--- config.mk ---
export PLATFORM = sky130hd
export DESIGN_NAME = bin_to_7seg_seq
export DESIGN_NICKNAME = d
export VERILOG_FILES = /design/src/rtl/bin7seg_pkg.sv /design/src/rtl/bin_to_7seg_seq_decode.sv /design/src/rtl/bin_to_7seg_seq.sv
export SDC_FILE = /design/constraint.sdc
export NUM_CORES = 1
export LEC_CHECK = 0
export CORE_UTILIZATION = 45
export CTS_CLUSTER_SIZE = 40
export DETAILED_ROUTE_END_ITERATION = 16
export DONT_BUFFER_PORTS = 1
export HOLD_SLACK_MARGIN = 0.06
export PLACE_DENSITY = 0.66
export SYNTH_ARGS = -nofsm -noshare
export SYNTH_HDL_FRONTEND = slang
export SYNTH_SLANG_ARGS = --single-unit
export TNS_END_PERCENT = 20
--- constraint.sdc ---
create_clock -name clk -period 2.3 [get_ports clk]
set_input_delay 0.23 -clock clk [delete_from_list [all_inputs] [get_ports clk]]
set_output_delay 0.23 -clock clk [all_outputs]
set_load 0.05 [all_outputs]
--- src/rtl/bin7seg_pkg.sv ---
// Shared types and constants for the sequential binary-to-seven-segment converter.
package bin7seg_pkg;

    typedef enum logic [1:0] {
        IDLE = 2'd0,
        CONV = 2'd1,
        LOAD = 2'd2
    } state_t;

    // Active-high segment patterns, bit order {g,f,e,d,c,b,a}
    localparam logic [6:0] SEG_BLANK = 7'h00;
    localparam logic [6:0] SEG_0     = 7'h3F;
    localparam logic [6:0] SEG_1     = 7'h06;
    localparam logic [6:0] SEG_2     = 7'h5B;
    localparam logic [6:0] SEG_3     = 7'h4F;
    localparam logic [6:0] SEG_4     = 7'h66;
    localparam logic [6:0] SEG_5     = 7'h6D;
    localparam logic [6:0] SEG_6     = 7'h7D;
    localparam logic [6:0] SEG_7     = 7'h07;
    localparam logic [6:0] SEG_8     = 7'h7F;
    localparam logic [6:0] SEG_9     = 7'h6F;

    // Decimal digits needed for a WIDTH-bit value: ceil(width * log10(2)).
    function automatic int min_digits(input int width);
        longint scaled;
        scaled = longint'(width) * 64'sd30103;
        return int'((scaled + 64'sd99999) / 64'sd100000);
    endfunction

endpackage

--- src/rtl/bin_to_7seg_seq_decode.sv ---
// One BCD digit to seven segments, with blanking applied before polarity.
module seg7_decode
    import bin7seg_pkg::*;
#(
    parameter bit ACTIVE_LOW = 1'b0
) (
    input  logic [3:0] bcd,
    input  logic       blank,
    output logic [6:0] seg
);

    logic [6:0] seg_hi;

    always_comb begin
        seg_hi = SEG_BLANK;
        if (!blank) begin
            case (bcd)
                4'd0:    seg_hi = SEG_0;
                4'd1:    seg_hi = SEG_1;
                4'd2:    seg_hi = SEG_2;
                4'd3:    seg_hi = SEG_3;
                4'd4:    seg_hi = SEG_4;
                4'd5:    seg_hi = SEG_5;
                4'd6:    seg_hi = SEG_6;
                4'd7:    seg_hi = SEG_7;
                4'd8:    seg_hi = SEG_8;
                4'd9:    seg_hi = SEG_9;
                default: seg_hi = SEG_BLANK;
            endcase
        end
    end

    assign seg = ACTIVE_LOW ? ~seg_hi : seg_hi;

endmodule

--- src/rtl/bin_to_7seg_seq.sv ---
// Iterative (double dabble, one bit per clock) binary to BCD and seven-segment converter
// with a start/busy/done handshake and registered display outputs.
module bin_to_7seg_seq
    import bin7seg_pkg::*;
#(
    parameter int WIDTH      = 8,
    parameter int DIGITS     = 3,
    parameter bit BLANK_LZ   = 1'b1,
    parameter bit ACTIVE_LOW = 1'b0
) (
    input  logic                  clk,
    input  logic                  rst_n,
    input  logic                  start,
    input  logic [WIDTH-1:0]      bin_in,
    output logic                  busy,
    output logic                  done,
    output logic [4*DIGITS-1:0]   bcd_out,
    output logic [7*DIGITS-1:0]   seg_out
);

    localparam int         CNT_W   = (WIDTH > 1) ? $clog2(WIDTH) : 1;
    localparam logic [6:0] SEG_RST = ACTIVE_LOW ? ~SEG_BLANK : SEG_BLANK;

    generate
        if (WIDTH < 1 || DIGITS < min_digits(WIDTH)) begin : g_bad_params
            $error("bin_to_7seg_seq: DIGITS too small for WIDTH");
        end
    endgenerate

    state_t                  state;
    logic [WIDTH-1:0]        bin_sh;
    logic [DIGITS-1:0][3:0]  bcd_sh;
    logic [DIGITS-1:0][3:0]  bcd_adj;
    logic [CNT_W-1:0]        cnt;
    logic [DIGITS-1:0]       lz;
    logic [DIGITS-1:0]       blank;
    logic [DIGITS-1:0][6:0]  seg_nxt;

    always_comb begin
        bcd_adj = bcd_sh;
        for (int k = 0; k < DIGITS; k++) begin
            if (bcd_sh[k] >= 4'd5) bcd_adj[k] = bcd_sh[k] + 4'd3;
        end
    end

    // lz[k]: digits k..DIGITS-1 are all zero; the ones digit is never blanked.
    always_comb begin
        lz    = '0;
        blank = '0;
        lz[DIGITS-1] = (bcd_sh[DIGITS-1] == 4'd0);
        for (int k = DIGITS - 2; k >= 0; k--) begin
            lz[k] = lz[k+1] && (bcd_sh[k] == 4'd0);
        end
        for (int k = 1; k < DIGITS; k++) begin
            blank[k] = BLANK_LZ && lz[k];
        end
    end

    generate
        for (genvar k = 0; k < DIGITS; k++) begin : g_dec
            seg7_decode #(.ACTIVE_LOW(ACTIVE_LOW)) u_dec (
                .bcd   (bcd_sh[k]),
                .blank (blank[k]),
                .seg   (seg_nxt[k])
            );
        end
    endgenerate

    always_ff @(posedge clk) begin
        if (!rst_n) begin
            state   <= IDLE;
            busy    <= 1'b0;
            done    <= 1'b0;
            bin_sh  <= '0;
            bcd_sh  <= '0;
            cnt     <= '0;
            bcd_out <= '0;
            seg_out <= {DIGITS{SEG_RST}};
        end else begin
            done <= 1'b0;
            case (state)
                IDLE: begin
                    if (start) begin
                        bin_sh <= bin_in;
                        bcd_sh <= '0;
                        cnt    <= CNT_W'(WIDTH - 1);
                        busy   <= 1'b1;
                        state  <= CONV;
                    end
                end
                CONV: begin
                    {bcd_sh, bin_sh} <= {bcd_adj, bin_sh} << 1;
                    if (cnt == '0) state <= LOAD;
                    else           cnt   <= cnt - 1'b1;
                end
                LOAD: begin
                    bcd_out <= bcd_sh;
                    seg_out <= seg_nxt;
                    done    <= 1'b1;
                    busy    <= 1'b0;
                    state   <= IDLE;
                end
                default: begin
                    busy  <= 1'b0;
                    state <= IDLE;
                end
            endcase
        end
    end

endmodule

* Word-level counts from Yosys, hierarchy flattened
Memories as Yosys holds them, arrays and structs flattened. A register that Yosys moved wholly into a read port is not among the register bits. Index checks and enable logic that the tools add are counted.
Storage, ports and cells: bits of input ports 11, logic and storage cells 59, memories 3, bits in read-only memories 336, latch bits 0, bits in registers 60, memory bits (writable) 0
Memories:
- (no name shown) | words 16, width 7, read ports 1, clocked after memory_dff 1, write ports 0, RTL line bin_to_7seg_seq_decode.sv:17 | case (bcd)
- (no name shown) | words 16, width 7, read ports 1, clocked after memory_dff 1, write ports 0, RTL line bin_to_7seg_seq_decode.sv:17
- (no name shown) | words 16, width 7, read ports 1, clocked after memory_dff 1, write ports 0, RTL line bin_to_7seg_seq_decode.sv:17
Cells by class: reductions and logical operators 11, shifts and indexed selects 0, bitwise gates (word level) 1, eq/ne operators 5, order comparisons 3, divide/modulo/power cells 0, multiplexer cells 22, $add $sub $neg 4, multiply operators 0
Operators with widths (count):
- $mux W4 | 6
- $pmux W12 S2 | 1
- $pmux W8 S2 | 1
- $mux W7 | 2
- $ge A4 B3 Y1 const B | 3
- $mux W12 | 1
- $mux W3 | 3
- $add A4 B2 Y4 const B | 2
- $logic_not A4 Y1 | 2
- $mux W8 | 1
- $ne A2 B2 Y1 const B | 3
- $pmux W3 S2 | 1
- $reduce_and A2 Y1 | 3
- $mux W2 | 2
- $pmux W2 S2 | 1
- $add A3 B2 Y3 const B | 1
- $logic_not A3 Y1 | 1
- $reduce_and A3 Y1 | 1
- $sub A3 B1 Y3 const B | 1
- $eq A2 B1 Y1 const B | 1
- $eq A2 B2 Y1 const B | 1
- $logic_not A2 Y1 | 1
- $mux W1 | 2
- $pmux W1 S2 | 1
- other kinds (4) | 4

* Depth between registers and ports, before layout
depth after elaboration 5, gate-level depth with buffers 11, depth with buffers taken out 11

* By module
A second synthesis with hierarchy kept.
Unflattened totals: cell total of the unflattened synthesis 383, area total of the unflattened synthesis 3095.5 sq um
Modules (own cells, without submodules):
- bin_to_7seg_seq | seq. area each 1201.2 sq um, times used 1, area an instance 2404.8 sq um, cells each 290
- seg7_decode | seq. area each 0.0 sq um, times used 3, area an instance 230.2 sq um, cells each 31

* Least setup slack after synthesis
Ideal clock, no wire load.
kind flip-flop to flip-flop, start register bcd_sh[1] (netlist name), end register with a tool-made name, arrival 2.068 ns, library setup time 0.114 ns, cell stages (with the launch flop) 10, period minus slack after synthesis 2.182 ns, path slack 0.118 ns, buffers on the path 1, path through dfxtp_1 clkbuf_1 inv_1 ha_1 nand2b_1 a21oi_1 o22ai_2 ha_1 nand2b_1 a21o_1
RTL lines:
- from (decl) | RTL line bin_to_7seg_seq.sv:32 | logic [DIGITS-1:0][3:0] bcd_sh;
- from (signal assigned) | RTL line bin_to_7seg_seq.sv:92 | {bcd_sh, bin_sh} <= {bcd_adj, bin_sh} << 1;

==> impl_metrics.py <==
metrics = {
    "status": {
        "status": "completed",
    },
    "setup_path": {
        "cp_max_fo": 7,
        "arrival_ps": 2460,
        "worstSetupStartpointType": "flop",
        "cp.required_ps": 2590,
        "end_kind": "flop",
        "path_class": "reg -> reg",
    },
    "timing": {
        "rsz0062_at_grt": "no",
        "finalSetupViolCount": 0,
        "setup_tns_ps": 0,
        "hold_viol_final": 0,
        "max-slew-margin-rel_pct": 52.3,
        "fmax_mhz": 460,
        "slew_violations": 0,
        "fin_skew_ps": 8.69,
        "holdWs_ps": 90.9,
        "worst_pin_slew_ps": 706,
        "post-route-period-util_pct": 94.6,
        "fin_crit_ps": 2170,
    },
    "route": {
        "avgRoutedWirePerCell_um": 14.7,
        "vias_per_cell": 5.37,
        "route.detailed.drc": 0,
        "drt_first_pass_iters": 4,
        "drtAntennaViolNets": 0,
        "drt_iter0_markers": 143,
        "vias": 2785,
        "wl_um": 7610,
    },
    "finish": {
        "fillers": 684,
        "final_common_cell": "dfxtp_1",
        "nets": 452,
        "diodes": 0,
        "syn2layout_area_growth_pct": 12.4,
        "layout-drive-gt1-share_pct": 15.5,
        "layout_common_cells": "71 x dfxtp_1, 62 x nand2_1, 40 x a21oi_1",
    },
    "die": {
        "ios": 46,
        "die_h_um": 90.3,
        "initial_utilization_pct": 47.3,
        "die_area_um2": 8150,
        "rows": 31,
        "core_region_area_um2": 7410,
        "die_x_um": 90.3,
    },
    "cts": {
        "h-tree-depth": 3,
        "cts_buffers": 9,
        "cts.sinks": 74,
        "cts_tree": "yes",
        "clk_latency_ps": 350,
        "clock_path_buffers": 2,
        "clk_pin_slew_ps": 80,
        "root_buffer": "clkbuf_8",
    },
    "logic_synthesis": {
        "synthDistinctLibCells": 62,
        "synth_area_leaders": "dfxtp_1 42%, ha_1 9.3%, nand2_1 6.6%, a21oi_1 5.9%, nor2_1 3.5%",
        "synthFlopType": "dfxtp_1",
        "avgSynthCellArea_um2": 8.70,
        "syn_inst": 403,
        "synth_top_area_share_pct": 42.3,
        "ys_warn_count": 0,
        "synth.largest_area_cell": "dfxtp_1",
        "netlist_area_um2": 3510,
        "syn_nets": 440,
        "ys_async_sr_fraction_pct": 0,
        "synth-seq-cells": 74,
        "synth_edf_count": 0,
        "seq_area_frac_synth_pct": 42.3,
    },
    "grt": {
        "grt_usage_pct": 19.4,
        "grt_pass1_wl_um": 12700,
        "grt_max_degree": 29,
        "grt_pass1_vias": 2663,
        "grt_antenna_before_repair": 0,
        "grt_overflow_total": 0,
    },
    "power": {
        "peakVddDrop_mv": 0.354,
        "power.total_mw": 2.55,
        "power.density_nw_per_um2": 648,
        "leakage_nw": 1.50,
    },
    "job": {
        "cap_violations": 0,
    },
    "placement": {
        "port_buffers": 0,
        "finalWeightedCongestion": 0.885,
        "dpl.hpwl_um": 5190,
    },
    "worst_hold_path": {
        "min_path_type": "in -> reg",
    },
}
power breakdown:
part / leakage (nW) / switching (mW) / internal, mW / total, mW
sequential: 0.602 / 0.0702 / 1.32 / 1.39
combinational: 0.817 / 0.138 / 0.0881 / 0.226
clock: 0.0833 / 0.530 / 0.406 / 0.936
kinds of logic after synthesis:
family,share of synthesized area [%]
xor gates and xnor gates,0.500
and+or+nand+nor,17.5
DFF,42.3
buffers and inverters,6.32
adders and majority gates,9.28
AOI/OAI and AO/OA,24.2
what timing repair did:
action,4_1_cts,5_1_grt
setup endpoints to repair,2,11
hold buffers,8,0
buffers inserted,0,2
endpoints found under the hold margin,9,0
pin swaps,0,4
resized for setup,1,11
worst paths after layout:
| kind | startpoint | to | slack, ps | cells after the start |
|---|---|---|---|---|
| worst max-delay path | bcd_sh[9] | flop | 130 | 9 |
| worst min register to register | flop | seg_out[19] | 460 | 2 |
| worst max register to register | bcd_sh[9] | flop | 130 | 9 |
| worst min-delay path | start | busy | 90 | 2 |
worst max-delay path: stages, from the launching register on:
cell and delay, ps:
dfxtp_2 370, inv_1 60, ha_1 220, nand2b_1 190, a21oi_1 170, o211a_2 290, inv_2 80, ha_1 170
or3_1 370, a31oi_1 170
per-layer routing:
| layer | part of all wire [%] | track usage [%] | up-vias |
|---|---|---|---|
| li1 | - | - | 1431 |
| met3 | 4.9 | 4.97 | 13 |
| met5 | 0 | 0 | - |
| met1 | 48 | 24.3 | 1278 |
| met4 | 2.5 | 10.3 | 0 |
| met2 | 45 | 30.6 | 63 |
per-stage QoR:
stage	cell area, µm²	worst slack, ps	cells	util, %
2_1_floorplan	3510	118	403	-
5_1_grt	3940	5.96	519	53.2
6_report	3940	125	519	53.2
3_5_place_dp	3630	-48.8	493	49.0
3_3_place_gp	3630	118	493	49.0
4_1_cts	3890	10.2	517	52.5
cells in the mapped netlist, types with 2 or more instances:
master	n
and2_1	3
o22ai_1	5
a31oi_1	5
dfxtp_1	74
a21o_1	2
o31ai_1	2
a211oi_1	2
buf_4	3
a22oi_1	9
o32ai_1	2
buf_6	2
o21bai_1	2
buf_2	7
o211ai_1	5
a21oi_1	41
inv_1	21
nand2_2	2
or3b_1	2
nand3_1	15
buf_1	3
a311oi_1	7
nor2_1	33
nand2_1	62
o21ai_0	11
ha_1	26
nor3_1	2
nand2b_1	7
o311ai_1	3
o31a_1	2
clkbuf_1	11
layout make-up:
class / instances / area [µm²] / share of cell area [%]
Sequential cell: 74 / 1490 / 37.7
Multi-Input combinational cell: 280 / 1840 / 46.7
Clock inverter: 7 / 57.6 / 1.46
Clock buffer: 9 / 124 / 3.14
Timing Repair Buffer: 27 / 223 / 5.65
Inverter: 23 / 88.8 / 2.25
Tap cell: 99 / 124 / 3.14
Power figures use the tool's default switching activity.
